--- src/rtl/pcie_framing_pkg.sv ---
// Shared types, symbol constants and DW builder for the Gen3 framing-token scheduler.
package pcie_framing_pkg;

  typedef enum logic [1:0] {
    TOK_STP = 2'd0,
    TOK_SDP = 2'd1,
    TOK_EDB = 2'd2,
    TOK_EDS = 2'd3
  } tok_type_e;

  typedef enum logic {
    ST_RUN  = 1'b0,
    ST_HOLD = 1'b1
  } sched_state_e;

  // Byte 0 of every DW sits in bits [7:0] and goes out first, on the lowest lane.
  localparam logic [7:0]  SDP_B0 = 8'hF0;
  localparam logic [7:0]  SDP_B1 = 8'hAC;
  localparam logic [7:0]  EDB_B  = 8'hC0;
  localparam logic [31:0] EDS_DW = 32'h0090801F;
  localparam logic [7:0]  IDL_B  = 8'h00;
  localparam logic [31:0] IDL_DW = {4{IDL_B}};

  localparam int SYMS_PER_BLOCK = 16;

  // FIFO entry: {type[1:0], payload[31:0]}
  localparam int ENTRY_W = 34;

  // Turn a queued request into the four symbols it occupies on the wire.
  function automatic logic [31:0] build_dw(input tok_type_e t, input logic [31:0] p);
    case (t)
      TOK_STP: build_dw = {p[31:4], 4'hF};
      TOK_SDP: build_dw = {p[31:24], p[23:16], SDP_B1, SDP_B0};
      TOK_EDB: build_dw = {4{EDB_B}};
      default: build_dw = EDS_DW;
    endcase
  endfunction

endpackage

--- src/rtl/pcie_framing_token_scheduler_fifo.sv ---
// Token request FIFO: one push per cycle, up to SLOTS pops, head SLOTS entries visible.
module pcie_tok_fifo
  import pcie_framing_pkg::*;
#(
  parameter int DEPTH = 8,
  parameter int SLOTS = 4,
  localparam int CW   = $clog2(DEPTH + 1),
  localparam int PCW  = $clog2(SLOTS + 1)
) (
  input  logic                            clk,
  input  logic                            rst,
  input  logic                            push,
  input  logic [ENTRY_W-1:0]              push_data,
  input  logic [PCW-1:0]                  pop_cnt,
  output logic [SLOTS-1:0][ENTRY_W-1:0]   peek_data,
  output logic [SLOTS-1:0]                peek_vld,
  output logic                            ready,
  output logic [CW-1:0]                   level
);

  localparam int PW = $clog2(DEPTH);

  logic [ENTRY_W-1:0] mem [DEPTH];
  logic [PW-1:0]      wr_ptr_reg;
  logic [PW-1:0]      rd_ptr_reg;
  logic [CW-1:0]      count_reg;
  logic               push_ok;

  // Ready depends only on the stored count, never on a same-cycle pop.
  assign ready   = count_reg < CW'(DEPTH);
  assign push_ok = push && ready;
  assign level   = count_reg;

  // Storage write; contents need no reset because count gates every read.
  always_ff @(posedge clk) begin
    if (push_ok) mem[wr_ptr_reg] <= push_data;
  end

  // Pointer and occupancy bookkeeping; pointers wrap naturally (DEPTH is a power of 2).
  always_ff @(posedge clk) begin
    if (rst) begin
      wr_ptr_reg <= '0;
      rd_ptr_reg <= '0;
      count_reg  <= '0;
    end else begin
      if (push_ok) wr_ptr_reg <= wr_ptr_reg + PW'(1);
      rd_ptr_reg <= rd_ptr_reg + PW'(pop_cnt);
      count_reg  <= count_reg + CW'(push_ok) - CW'(pop_cnt);
    end
  end

  for (genvar gi = 0; gi < SLOTS; gi++) begin : g_peek
    assign peek_data[gi] = mem[rd_ptr_reg + PW'(gi)];
    assign peek_vld[gi]  = int'(count_reg) > gi;
  end

endmodule

--- src/rtl/pcie_framing_token_scheduler.sv ---
// Gen3 framing-token scheduler: DW-aligned token placement, IDL fill, EDS/block tracking.
module pcie_framing_token_scheduler
  import pcie_framing_pkg::*;
#(
  parameter int LANES = 16,
  parameter int DEPTH = 8
) (
  input  logic                         clk,
  input  logic                         rst,
  input  logic                         en,
  input  logic                         tok_valid,
  output logic                         tok_ready,
  input  logic [1:0]                   tok_type,
  input  logic [31:0]                  tok_payload,
  input  logic                         resume,
  output logic [LANES*8-1:0]           out_data,
  output logic                         out_valid,
  output logic                         out_sob,
  output logic                         out_eds,
  output logic [$clog2(DEPTH+1)-1:0]   fifo_level
);

  localparam int SLOTS = (LANES >= 4) ? LANES / 4 : 1;
  localparam int PCW   = $clog2(SLOTS + 1);

  sched_state_e                  state_reg, state_next;
  logic [3:0]                    sym_cnt_reg, sym_cnt_next;
  logic [LANES*8-1:0]            out_data_next;
  logic                          out_valid_next, out_sob_next, out_eds_next;
  logic                          advance;
  logic [LANES*8-1:0]            run_data;
  logic [PCW-1:0]                run_pop;
  logic                          run_eds;
  logic [SLOTS-1:0][ENTRY_W-1:0] peek_data;
  logic [SLOTS-1:0]              peek_vld;

  pcie_tok_fifo #(.DEPTH(DEPTH), .SLOTS(SLOTS)) u_fifo (
    .clk       (clk),
    .rst       (rst),
    .push      (tok_valid),
    .push_data ({tok_type, tok_payload}),
    .pop_cnt   (advance ? run_pop : '0),
    .peek_data (peek_data),
    .peek_vld  (peek_vld),
    .ready     (tok_ready),
    .level     (fifo_level)
  );

  if (LANES >= 4) begin : g_wide
    logic blocked;

    // Fill slots in FIFO order; a head EDS either jumps to the last slot at
    // the block's final symbol time or stalls everything behind it.
    always_comb begin
      run_data = '0;
      run_pop  = '0;
      run_eds  = 1'b0;
      blocked  = 1'b0;
      for (int i = 0; i < SLOTS; i++) begin
        if (!blocked && peek_vld[i]) begin
          if (tok_type_e'(peek_data[i][33:32]) == TOK_EDS) begin
            blocked = 1'b1;
            if (sym_cnt_reg == 4'(SYMS_PER_BLOCK - 1)) begin
              run_data[(SLOTS-1)*32 +: 32] = EDS_DW;
              run_pop  = run_pop + PCW'(1);
              run_eds  = 1'b1;
            end
          end else begin
            run_data[i*32 +: 32] = build_dw(tok_type_e'(peek_data[i][33:32]), peek_data[i][31:0]);
            run_pop  = run_pop + PCW'(1);
          end
        end else begin
          blocked = 1'b1;
        end
      end
    end
  end else begin : g_narrow
    localparam int DW_CYC = 4 / LANES;
    localparam int PTRW   = $clog2(DW_CYC);
    localparam int W      = LANES * 8;

    logic [PTRW-1:0] ptr_reg;
    logic [31:0]     dw_reg;
    logic            eds_reg;
    tok_type_e       head_type;
    logic            head_eds, head_ok, cur_eds;
    logic [31:0]     head_dw, cur_dw;

    // At byte 0 a fresh DW is taken from the head (EDS only if it ends the block);
    // later bytes come from the latched DW.
    always_comb begin
      head_type = tok_type_e'(peek_data[0][33:32]);
      head_eds  = (head_type == TOK_EDS);
      head_ok   = peek_vld[0] && (!head_eds || sym_cnt_reg == 4'(SYMS_PER_BLOCK - DW_CYC));
      head_dw   = head_ok ? build_dw(head_type, peek_data[0][31:0]) : IDL_DW;
      cur_dw    = (ptr_reg == '0) ? head_dw : dw_reg;
      cur_eds   = (ptr_reg == '0) ? (head_ok && head_eds) : eds_reg;
      run_data  = cur_dw[int'(ptr_reg)*W +: W];
      run_pop   = PCW'((ptr_reg == '0) && head_ok);
      run_eds   = cur_eds && (ptr_reg == PTRW'(DW_CYC - 1));
    end

    // Byte pointer and latched DW; a reset discards any half-sent DW.
    always_ff @(posedge clk) begin
      if (rst) begin
        ptr_reg <= '0;
        dw_reg  <= IDL_DW;
        eds_reg <= 1'b0;
      end else if (advance) begin
        ptr_reg <= (ptr_reg == PTRW'(DW_CYC - 1)) ? '0 : ptr_reg + PTRW'(1);
        if (ptr_reg == '0) begin
          dw_reg  <= head_dw;
          eds_reg <= head_ok && head_eds;
        end
      end
    end
  end

  // State, block position and registered outputs.
  always_ff @(posedge clk) begin
    if (rst) begin
      state_reg   <= ST_RUN;
      sym_cnt_reg <= '0;
      out_data    <= '0;
      out_valid   <= 1'b0;
      out_sob     <= 1'b0;
      out_eds     <= 1'b0;
    end else begin
      state_reg   <= state_next;
      sym_cnt_reg <= sym_cnt_next;
      out_data    <= out_data_next;
      out_valid   <= out_valid_next;
      out_sob     <= out_sob_next;
      out_eds     <= out_eds_next;
    end
  end

  // RUN emits one symbol time per en; completing EDS parks in HOLD until resume.
  always_comb begin
    state_next     = state_reg;
    sym_cnt_next   = sym_cnt_reg;
    out_data_next  = out_data;
    out_valid_next = 1'b0;
    out_sob_next   = 1'b0;
    out_eds_next   = 1'b0;
    advance        = 1'b0;
    case (state_reg)
      ST_RUN: begin
        if (en) begin
          advance        = 1'b1;
          out_valid_next = 1'b1;
          out_data_next  = run_data;
          out_sob_next   = (sym_cnt_reg == '0);
          if (run_eds) begin
            out_eds_next = 1'b1;
            state_next   = ST_HOLD;
            sym_cnt_next = '0;
          end else begin
            sym_cnt_next = sym_cnt_reg + 4'd1;
          end
        end
      end
      ST_HOLD: begin
        out_data_next = '0;
        if (resume) state_next = ST_RUN;
      end
      default: state_next = ST_RUN;
    endcase
  end

endmodule

--- config.mk ---
export PLATFORM = sky130hd
export DESIGN_NAME = pcie_framing_token_scheduler
export DESIGN_NICKNAME = d
export VERILOG_FILES = /design/src/rtl/pcie_framing_pkg.sv /design/src/rtl/pcie_framing_token_scheduler_fifo.sv /design/src/rtl/pcie_framing_token_scheduler.sv
export SDC_FILE = /design/constraint.sdc
export NUM_CORES = 1
export LEC_CHECK = 0
export CORE_ASPECT_RATIO = 1.4
export CORE_UTILIZATION = 44
export CTS_CLUSTER_DIAMETER = 100
export DETAILED_ROUTE_END_ITERATION = 8
export HOLD_SLACK_MARGIN = 0.1
export SYNTH_ARGS = -nofsm -noshare
export SYNTH_HDL_FRONTEND = slang
export SYNTH_HIERARCHICAL = 1
export SYNTH_SLANG_ARGS = --single-unit
--- constraint.sdc ---
create_clock -name clk -period 10.1 [get_ports clk]
set_clock_uncertainty 0.1 [all_clocks]
set_input_delay 2.02 -clock clk [delete_from_list [all_inputs] [get_ports clk]]
set_output_delay 2.02 -clock clk [all_outputs]
set_load 0.05 [all_outputs]
== After elaboration in Yosys (flattened, before gate mapping) ==
Memories as Yosys holds them, arrays and structs flattened. A register that Yosys moved wholly into a read port is not among the register bits.
Cells that the tools add are included.

* Output and inout bits: 136
* Word-level logic and storage cells: 121
* Register bits after elaboration: 146
* Memory bits (writable): 272
* Memories: 1

* Eq/ne operators: 14
* $lt $le $gt $ge: 5
* Reductions and logical operators: 15
* Add/sub/neg operators: 11
* Mux-type cells: 64
* Bitwise operators: 2

{| class="wikitable"
|+ Memory list
! name !! depth !! bits a word !! read ports !! clocked after memory_dff !! wr ports !! line !! RTL
|-
| u_fifo.mem || 8 || 34 || 4 || 1 || 1 || pcie_framing_token_scheduler_fifo.sv:23 || <nowiki>logic [ENTRY_W-1:0] mem [DEPTH];</nowiki>
|}

{| class="wikitable"
|+ Operator list
! kind !! count
|-
| $mux W32 || 13
|-
| $pmux W32 S3 || 4
|-
| $pmux W128 S2 || 1
|-
| $mux W128 || 1
|-
| $mux W24 || 3
|-
| $mux W64 || 1
|-
| $mux W3 || 13
|-
| $mux W1 || 26
|-
| $eq A2 B2 Y1 const B || 8
|-
| $add A3 B1 Y3 const B || 5
|-
| $eq A2 B1 Y1 const B || 4
|-
| $gt A4 B1 Y1 const B || 2
|-
| $gt A4 B2 Y1 const B || 2
|-
| $logic_not A2 Y1 || 4
|-
| $add A3 B2 Y3 const B || 2
|-
| $add A4 B1 Y4 || 1
|-
| $add A4 B1 Y4 const B || 1
|-
| $eq A4 B4 Y1 const B || 1
|-
| $logic_and A1 B1 Y1 || 4
|-
| $logic_not A4 Y1 || 1
|-
| $lt A4 B4 Y1 const B || 1
|-
| $mux W4 || 1
|-
| $sub A4 B3 Y4 || 1
|-
| $add A3 B3 Y3 || 1
|-
| other kinds (7) || 10
|}

== Logic depth before layout (Yosys ltp) ==
Gate-level depths: netlist of run 1.

* Depth after elaboration: 19
* Gate-level depth with buffers: 25

== Modules after synthesis ==
The synthesis of run 1 kept the hierarchy.

{| class="wikitable"
|+ By module, submodules not included
! module !! cells an instance !! times used !! area each (um2)
|-
| pcie_tok_fifo || 814 || 1 || 15621.2
|-
| pcie_framing_token_scheduler || 533 || 1 || 4922.2
|}

== Least setup slack after synthesis of run 1 ==
No wires, ideal clock.

* Path type: input-to-reg
* Start: in tok_valid
* End: mem u_fifo.mem[0][0], enable pin
* Stages: 3
* Data required time: 9532 ps
* Arrival time: 4831 ps
* Setup slack: 4701 ps
* Cells stage by stage: nor2b_1 -> nand2b_1 -> nor3_1

* Word-level cells in the longest chain between the ends: 3

{| class="wikitable"
|+ RTL lines
! element !! line !! RTL
|-
| start, declared || pcie_framing_token_scheduler.sv:11 || <nowiki>input logic tok_valid,</nowiki>
|-
| $logic_and A1 B1 Y1 || pcie_framing_token_scheduler_fifo.sv:31 || <nowiki>assign push_ok = push && ready;</nowiki>
|-
| $mux W1 || pcie_framing_token_scheduler_fifo.sv:36 || <nowiki>if (push_ok) mem[wr_ptr_reg] <= push_data;</nowiki>
|-
| $mux W1 (not written as such) || pcie_framing_token_scheduler_fifo.sv:36 ||
|-
| end, declared || pcie_framing_token_scheduler_fifo.sv:23 ||
|}

No other way between the ends.

==> impl_metrics.tcl, run 1 <==
set metrics [dict create \
    nFillCells 3552 \
    max_freq_ghz 0.140 \
    slew_violations 0 \
    start_kind "register" \
    die_h_um 247 \
    drive_gt1_frac 0.311 \
    postCtsSetupBuffers 0 \
    finalInstanceArea_um2 22000 \
    grt_start_max_net_pins 93 \
    routed_wl_mm 50.7 \
    period_share 0.706 \
    finalHoldViolCount 0 \
    detail-route-antenna-nets 0 \
    slowest_stage "buf_4" \
    crit_path_frequent_cell "ha_1" \
    routed_via_density 5.97 \
    syn_to_final_growth_pct 16.8 \
    top_regs "u_fifo/mem: 240 flops, out_data: 116 flops" \
    peakVddDrop_v 0.000120 \
    hold_depth 2 \
    cts_tree "yes" \
    cp.arrival_ns 7.49 \
    rrSetupSlack_ns 2.97 \
    hpwlAfterDp_mm 32.2 \
    grt_pass1_vias 11800 \
    max_stage_delay_ns 0.89 \
    grt_pass1_wl_mm 74.0 \
    critPathCaptureType "register" \
    clkLatencyLatePin_ns 0.54 \
    die_w_um 177 \
    status "complete, no violations" \
    drc 0 \
    clockRootBuffer "clkbuf_16" \
    worstHoldPathType "register to register" \
    crit_type "register to register" \
    path_delay_family "buffers and inverters" \
    core-area_um2 42200 \
    syn_nets 1335 \
    dr_total_vias 11800 \
    crit_fanout 79 \
    r2r-start "u_fifo/rd_ptr_reg[0]" \
    drtPass1Iterations 5 \
    max_cap_viol_count 0 \
    wl_per_cell_um 25.6 \
    layout_min_cycle_time_ns 7.13 \
    grt-ovfl-total 0 \
    cts_sinks 374 \
    cp_num_buf_inv 6 \
    fin_util 0.522 \
    cts_resized 0 \
    maxSlewHeadroom 0.242 \
    top_register "u_fifo/mem" \
    yosysWarningCount 6 \
    cellPowerDensity_nw_per_um2 263 \
    r2r_end "u_fifo/level[3]" \
    reg2reg_depth 21 \
    num_antenna_cells 0 \
    hp-start "out_data[110]" \
    largest_register_ffs 240 \
    hold_buffers 0 \
    antenna_found_initial 1 \
    io_buffers 170 \
    avgSynthCellArea_um2 14.9 \
    gp_congestion 0.910 \
    tns_ns 0 \
    synthesis.area_um2 18900 \
    h-tree-depth 2 \
    synthCells 1267 \
    postPlaceCellArea_um2 20800 \
    io_pins 175 \
    rsz0062_at_grt "no" \
    drt_iter0_markers 837 \
    setup_viol 0 \
    p_leak_nw 7.39 \
    holdPathEnd "out_data[110]" \
    hold_ws_ns 0.352 \
    crit_chain "buf_4, buf_4, mux2_2, mux4_2, ha_1, inv_1, o21ai_0, o211ai_1, inv_1, ha_1, nor2_1, a21boi_0, ha_1, inv_1, a311o_1, a21oi_1, inv_1, ha_1, ha_1, a2111o_1, o21ai_0" \
    critical_path.startpoint "u_fifo/rd_ptr_reg[0]" \
    rows 89 \
    clkSlewWorstSetupHoldPaths_ns 0.06 \
    fin_nets 1471 \
    grt_use_total 0.233 \
    cp.required_ns 10.46 \
    cts_buffer_depth 3 \
    start_util 0.447 \
    worst_pin_slew_ns 1.14 \
    cts_made_buffers 39 \
    dieArea_um2 43700 \
]
[worst reg2reg max path, delay by kind of cell, from the launching register on]
family / cells / cell delay, ns
buffers and inverters: 6 / 1.92
AOI/OAI and AO/OA: 7 / 1.66
and+or+nand+nor: 1 / 0.04
muxes: 2 / 1.18
adders and majority gates: 5 / 1.40
DFF: 1 / 0.77
[routing by layer]
metal  routed length, um  track usage
met1               20200        0.290
met2               25700        0.408
met3                2990       0.0323
met4                1730       0.0877
met5                  12            0
[power breakdown]
part           internal (mW)  leakage [nW]  total (mW)  switching (mW)
logic                   1.09          3.50        2.51            1.41
clock network          0.845         0.629        1.44           0.595
registers               1.74          3.26        1.86           0.112
[area by class of cell]
| class | instances | area [um2] | area share |
|---|---|---|---|
| flip-flops and latches | 374 | 9900 | 0.449 |
| multi-input cells | 765 | 8180 | 0.371 |
| repair buffers | 194 | 1880 | 0.0854 |
| clock buffers | 55 | 1150 | 0.0522 |
| well taps | 546 | 683 | 0.0310 |
| clock inverters | 16 | 128 | 0.00579 |
| inverters | 29 | 114 | 0.00517 |
[cell usage in the layout (no fill, tap or decap), types with 3 or more instances in the layout]
| master | instances |
|---|---|
| inv_1 | 27 |
| a21boi_0 | 4 |
| a32o_1 | 12 |
| nor2_4 | 6 |
| nand3_1 | 7 |
| clkbuf_1 | 8 |
| nor2_1 | 41 |
| edfxtp_1 | 240 |
| mux2_4 | 27 |
| clkbuf_16 | 42 |
| mux2_1 | 23 |
| a22o_1 | 47 |
| a21o_1 | 3 |
| ha_1 | 26 |
| buf_4 | 24 |
| clkbuf_8 | 5 |
| xor2_1 | 5 |
| mux2i_1 | 3 |
| dfxtp_1 | 131 |
| nor3_1 | 4 |
| o21ai_1 | 10 |
| o21ai_0 | 52 |
| o211ai_1 | 3 |
| nand2b_1 | 8 |
| clkinv_2 | 8 |
| nand2_1 | 75 |
| a21oi_1 | 46 |
| clkdlybuf4s50_1 | 170 |
| nor3_2 | 3 |
| clkinv_1 | 4 |
| mux4_2 | 120 |
| mux2_2 | 190 |
| nor2b_1 | 10 |
[how the worst max path moves through the flow]
| stage | end | slack (ns) | cells after the start |
|---|---|---|---|
| floorplan | u_fifo/mem[0][10] | 4.98 | 3 |
| global placement | u_fifo/level[3] | 3.12 | 21 |
| detailed placement | u_fifo/level[3] | 2.99 | 21 |
| CTS | u_fifo/level[3] | 2.94 | 21 |
| global route | u_fifo/level[3] | 2.61 | 21 |
| finish | u_fifo/level[3] | 2.97 | 21 |
[through the flow]
step | cells | power (mW) | setup slack (ns)
after floorplan | 1267 | 3.77 | 4.98
after global placement | 1908 | 4.37 | 3.12
after detailed placement | 1908 | 4.39 | 2.99
after CTS | 1979 | 5.84 | 2.94
after global routing | 1979 | 6.05 | 2.61
final | 1979 | 5.80 | 2.97
Note: power is estimated with default switching activity, not from simulation.
==> run 2: changes to the inputs <==
clock period = 7.37 ns   (was 10.1 ns; I/O delays follow)
==> impl_metrics.tcl, run 2 (synthesis gave the netlist of run 1 again) <==
set metrics [dict create \
    status "complete, no violations" \
    io_pins 175 \
    worst_pin_slew_ns 1.19 \
    reg2reg_depth 20 \
    max_stage_delay_ns 0.86 \
    detail-route-antenna-nets 0 \
    syn_to_final_growth_pct 17.1 \
    cp.required_ns 7.75 \
    crit_type "register to register" \
    p_seq_frac 0.319 \
    cts_buffer_depth 3 \
    grt_start_max_net_pins 97 \
    path_delay_family "compound AO/OA/AOI/OAI gates" \
    dr_total_vias 11700 \
    grt_pass1_vias 11800 \
    gp_congestion 0.905 \
    maxSlewHeadroom 0.207 \
    cts_sinks 374 \
    cp_num_buf_inv 5 \
    worst-path-stages 20 \
    r2r_end "u_fifo/level[3]" \
    postCtsSetupBuffers 0 \
    crit_path_frequent_cell "ha_1" \
    power_switching_mw 2.90 \
    crit_chain "buf_12, mux2_2, mux4_2, ha_1, inv_1, o21ai_0, o211ai_1, inv_1, ha_1, nor2_1, a21boi_0, ha_1, inv_1, a311o_1, a21oi_1, inv_1, ha_1, ha_1, a2111o_1, o21ai_0" \
    cts_tree "yes" \
    r2r-start "u_fifo/rd_ptr_reg[0]" \
    max_freq_ghz 0.165 \
    grt_pass1_wl_mm 74.4 \
    hold_buffers 0 \
    drtPass1Iterations 5 \
    wl_per_cell_um 25.4 \
    holdPathEnd "out_data[107]" \
    finalPower_mw 7.98 \
    cts_resized 0 \
    setup_viol 0 \
    drt_iter0_markers 933 \
    finalHoldViolCount 0 \
    cellPowerDensity_nw_per_um2 361 \
    slowest_stage "dfxtp_4" \
    io_buffers 170 \
    dieArea_um2 43700 \
    hold_depth 2 \
    clockRootBuffer "clkbuf_16" \
    layout_commonest_cell "edfxtp_1" \
    routed_via_density 5.93 \
    cp.arrival_ns 6.45 \
    rrSetupSlack_ns 1.29 \
    p_leak_nw 7.42 \
    core-area_um2 42200 \
    routed_wl_mm 50.4 \
    critPathCaptureType "register" \
    cts_made_buffers 40 \
    fin_util 0.523 \
    fin_nets 1469 \
    die_h_um 247 \
    start_kind "register" \
    hp-start "out_data[107]" \
    period_share 0.825 \
    largest_register_ffs 240 \
    crit_fanout 96 \
    drc 0 \
    antenna_found_initial 0 \
    grt-ovfl-total 0 \
    die_w_um 177 \
    num_antenna_cells 0 \
    slew_violations 0 \
    h-tree-depth 2 \
    top_register "u_fifo/mem" \
    clkSlewWorstSetupHoldPaths_ns 0.06 \
    hpwlAfterDp_mm 31.7 \
    clkLatencyLatePin_ns 0.55 \
    tns_ns 0 \
    grt_use_total 0.232 \
    start_util 0.447 \
    max_cap_viol_count 0 \
    nFillCells 3515 \
    worstHoldPathType "register to register" \
    peakVddDrop_v 0.000207 \
    switching_share 0.363 \
    top_regs "u_fifo/mem: 240 flops, out_data: 116 flops" \
    power.clock.fraction 0.254 \
    rsz0062_at_grt "no" \
    layout_min_cycle_time_ns 6.08 \
    drive_gt1_frac 0.311 \
    power.share.combinational 0.427 \
    layout_common_cells "edfxtp_1, mux2_2, clkdlybuf4s50_1, dfxtp_1, mux4_2" \
    rows 89 \
    intPower_mw 5.09 \
]
==> run 2: cell type report <==
| cell class | instances | area, um2 | area share |
|---|---|---|---|
| Timing Repair Buffer | 191 | 1870 | 0.0848 |
| Clock buffer | 61 | 1240 | 0.0563 |
| Tap cell | 546 | 683 | 0.0309 |
| Inverter | 29 | 114 | 0.00516 |
| Sequential cell | 374 | 9900 | 0.448 |
| Multi-Input combinational cell | 765 | 8180 | 0.370 |
| Clock inverter | 13 | 92.6 | 0.00419 |
==> run 2: per-stage QoR <==
step | worst slack (ns) | hold slack (ns) | cells | cell area [um2]
6_report | 1.29 | 0.347 | 1979 | 22100
5_1_grt | 0.942 | 0.374 | 1979 | 22100
4_1_cts | 1.32 | 0.348 | 1979 | 22100
3_5_place_dp | 1.33 | 0.340 | 1905 | 20700
3_3_place_gp | 1.48 | 0.342 | 1905 | 20700
2_1_floorplan | 2.33 | 0.373 | 1267 | 18900
==> run 2: layer usage <==
layer | part of all wire | vias to the layer above | wire [um] | track usage
li1 | - | 5205 | - | -
met1 | 0.41 | 6020 | 20500 | 0.293
met2 | 0.51 | 423 | 25700 | 0.411
met3 | 0.056 | 78 | 2800 | 0.0317
met4 | 0.026 | 0 | 1300 | 0.0707
met5 | 0 | - | 0 | 0
==> run 2: power by group through the flow <==
stage	registers [mW]	clock network, mW	logic (mW)
final	2.54	2.03	3.41
after global routing	2.57	2.13	3.62
after CTS	2.54	2.06	3.42
after detailed placement	2.59	0	3.40
after global placement	2.58	0	3.38
after floorplan	2.75	0	2.42
==> run 2: worst max-delay path by stage <==
stage,startpoint,slack [ns],to
after floorplan,u_fifo/rd_ptr_reg[0],2.33,u_fifo/level[3]
after global placement,u_fifo/rd_ptr_reg[0],1.48,u_fifo/level[3]
after detailed placement,u_fifo/rd_ptr_reg[0],1.33,u_fifo/level[3]
after CTS,u_fifo/rd_ptr_reg[0],1.32,u_fifo/level[3]
after global routing,u_fifo/rd_ptr_reg[0],0.94,u_fifo/level[3]
final,u_fifo/rd_ptr_reg[0],1.29,u_fifo/level[3]
==> run 2: worst min-delay path, delay by kind of cell, from the launching register on <==
kind,cells,cell delay [ns]
simple gates,1,0.05
compound gates,1,0.05
flops,1,0.31
==> run 3: changes to the inputs <==
clock period = 5.7 ns   (was 7.37 ns; I/O delays follow)
==> impl_metrics.tcl, run 3 (synthesis gave the netlist of run 1 again) <==
set metrics [dict create \
    hold_buffers 0 \
    setup_viol 0 \
    clkLatencyLatePin_ns 0.55 \
    detail-route-antenna-nets 0 \
    die_h_um 247 \
    p_leak_nw 7.47 \
    crit_type "register to register" \
    cellPowerDensity_nw_per_um2 466 \
    antenna_found_initial 0 \
    grt_pass1_wl_mm 75.0 \
    tns_ns 0 \
    clkSlewWorstSetupHoldPaths_ns 0.07 \
    drt_iter0_markers 734 \
    wl_per_cell_um 25.5 \
    routed_via_density 5.90 \
    nFillCells 3540 \
    path_delay_family "adder cells" \
    cp.required_ns 6.08 \
    top_regs "u_fifo/mem: 240 flops, out_data: 116 flops" \
    status "complete, no violations" \
    layout_common_cells "edfxtp_1, mux2_2, clkdlybuf4s50_1, dfxtp_1, mux4_2" \
    layout_commonest_cell "edfxtp_1" \
    rrSetupSlack_ns 0.48 \
    cts_resized 0 \
    cts_buffer_depth 3 \
    crit_chain "buf_4, mux2_1, mux4_2, ha_1, nand2b_1, a211oi_1, ha_1, nor2_1, a21boi_0, ha_1, nand2_1, nor2_1, a31o_2, inv_1, ha_1, ha_1, a21o_1, a2111o_1, o21ai_0" \
    period_share 0.916 \
    max_stage_delay_ns 0.52 \
    rows 89 \
    worstHoldPathType "register to register" \
    dieArea_um2 43700 \
    gp_congestion 0.899 \
    syn_to_final_growth_pct 17.5 \
    cp_num_buf_inv 2 \
    cts_tree "yes" \
    crit_fanout 29 \
    grt-ovfl-total 0 \
    hold_depth 2 \
    worst_pin_slew_ns 1.03 \
    start_kind "register" \
    core-area_um2 42200 \
    grt_start_max_net_pins 80 \
    rsz0062_at_grt "no" \
    multi_input_area_um2 8170 \
    largest_register_ffs 240 \
    grt_use_total 0.236 \
    top_register "u_fifo/mem" \
    maxSlewHeadroom 0.312 \
    cts_sinks 374 \
    seqCellArea_um2 9900 \
    layout_min_cycle_time_ns 5.22 \
    drive_gt1_frac 0.318 \
    fin_nets 1486 \
    drc 0 \
    crit_path_frequent_cell "ha_1" \
    peakVddDrop_v 0.000353 \
    num_antenna_cells 0 \
    slowest_stage "dfxtp_4" \
    routed_wl_mm 50.8 \
    hold_ws_ns 0.351 \
    clockRootBuffer "clkbuf_16" \
    io_buffers 170 \
    start_util 0.447 \
    io_pins 175 \
    cp.arrival_ns 5.60 \
    postCtsSetupBuffers 0 \
    max_freq_ghz 0.192 \
    drtPass1Iterations 5 \
    dr_total_vias 11800 \
    slew_violations 0 \
    die_w_um 177 \
    grt_pass1_vias 12000 \
    cts_made_buffers 40 \
    reg2reg_depth 19 \
    finalHoldViolCount 0 \
    max_cap_viol_count 0 \
    worst-path-stages 19 \
    h-tree-depth 2 \
    hpwlAfterDp_mm 33.8 \
    critPathCaptureType "register" \
]
[run 3: cell count changes in the layout (fill, tap and decap cells not counted), sizes merged]
cell / change
buf: +17
clkinvlp: +1
bufinv: +1
inv: -1
clkinv: +4
clkbuf: -6
[run 3: per-stage QoR]
step	power, mW	instance area [um2]	setup slack (ns)	cells	util
5_1_grt	10.8	22200	0.183	1995	0.525
3_3_place_gp	7.78	20900	0.541	1922	0.494
6_report	10.3	22200	0.479	1995	0.525
3_5_place_dp	7.82	20900	0.515	1922	0.494
2_1_floorplan	6.69	18900	0.664	1267	-
4_1_cts	10.4	22200	0.479	1995	0.525
[run 3: routing by layer]
metal,up-vias,part of all wire,GRT usage
met5,-,0,0
met3,83,0.050,0.0323
met2,377,0.51,0.421
met4,0,0.029,0.0804
met1,6082,0.41,0.290
li1,5231,-,-
[run 3: final cells by class]
type	instances	area share
clock inverter	18	0.00740
inverter	29	0.00514
sequential	374	0.447
clock buffer	55	0.0514
tap	546	0.0308
timing repair buffer	208	0.0897
multi-input combinational	765	0.369
[run 3: worst min-delay path, stage by stage (launching register included)]
cell,delay (ns)
dfxtp_1,0.31
nand2_1,0.05
o21ai_1,0.05
[run 3: where the power goes]
part / switching (mW) / internal [mW] / leakage (nW) / total, mW
Clock: 1.08 / 1.50 / 0.640 / 2.58
Combinational: 2.53 / 1.97 / 3.57 / 4.50
Sequential: 0.153 / 3.09 / 3.26 / 3.24
[run 3: path summary, 6_finish.rpt]
| check | end | start |
|---|---|---|
| worst max-delay path | u_fifo/level[3] | u_fifo/rd_ptr_reg[0] |
| worst min-delay path | out_data[110] | out_data[110] |
| worst max register to register | u_fifo/level[3] | u_fifo/rd_ptr_reg[0] |
| worst min register to register | out_data[110] | out_data[110] |
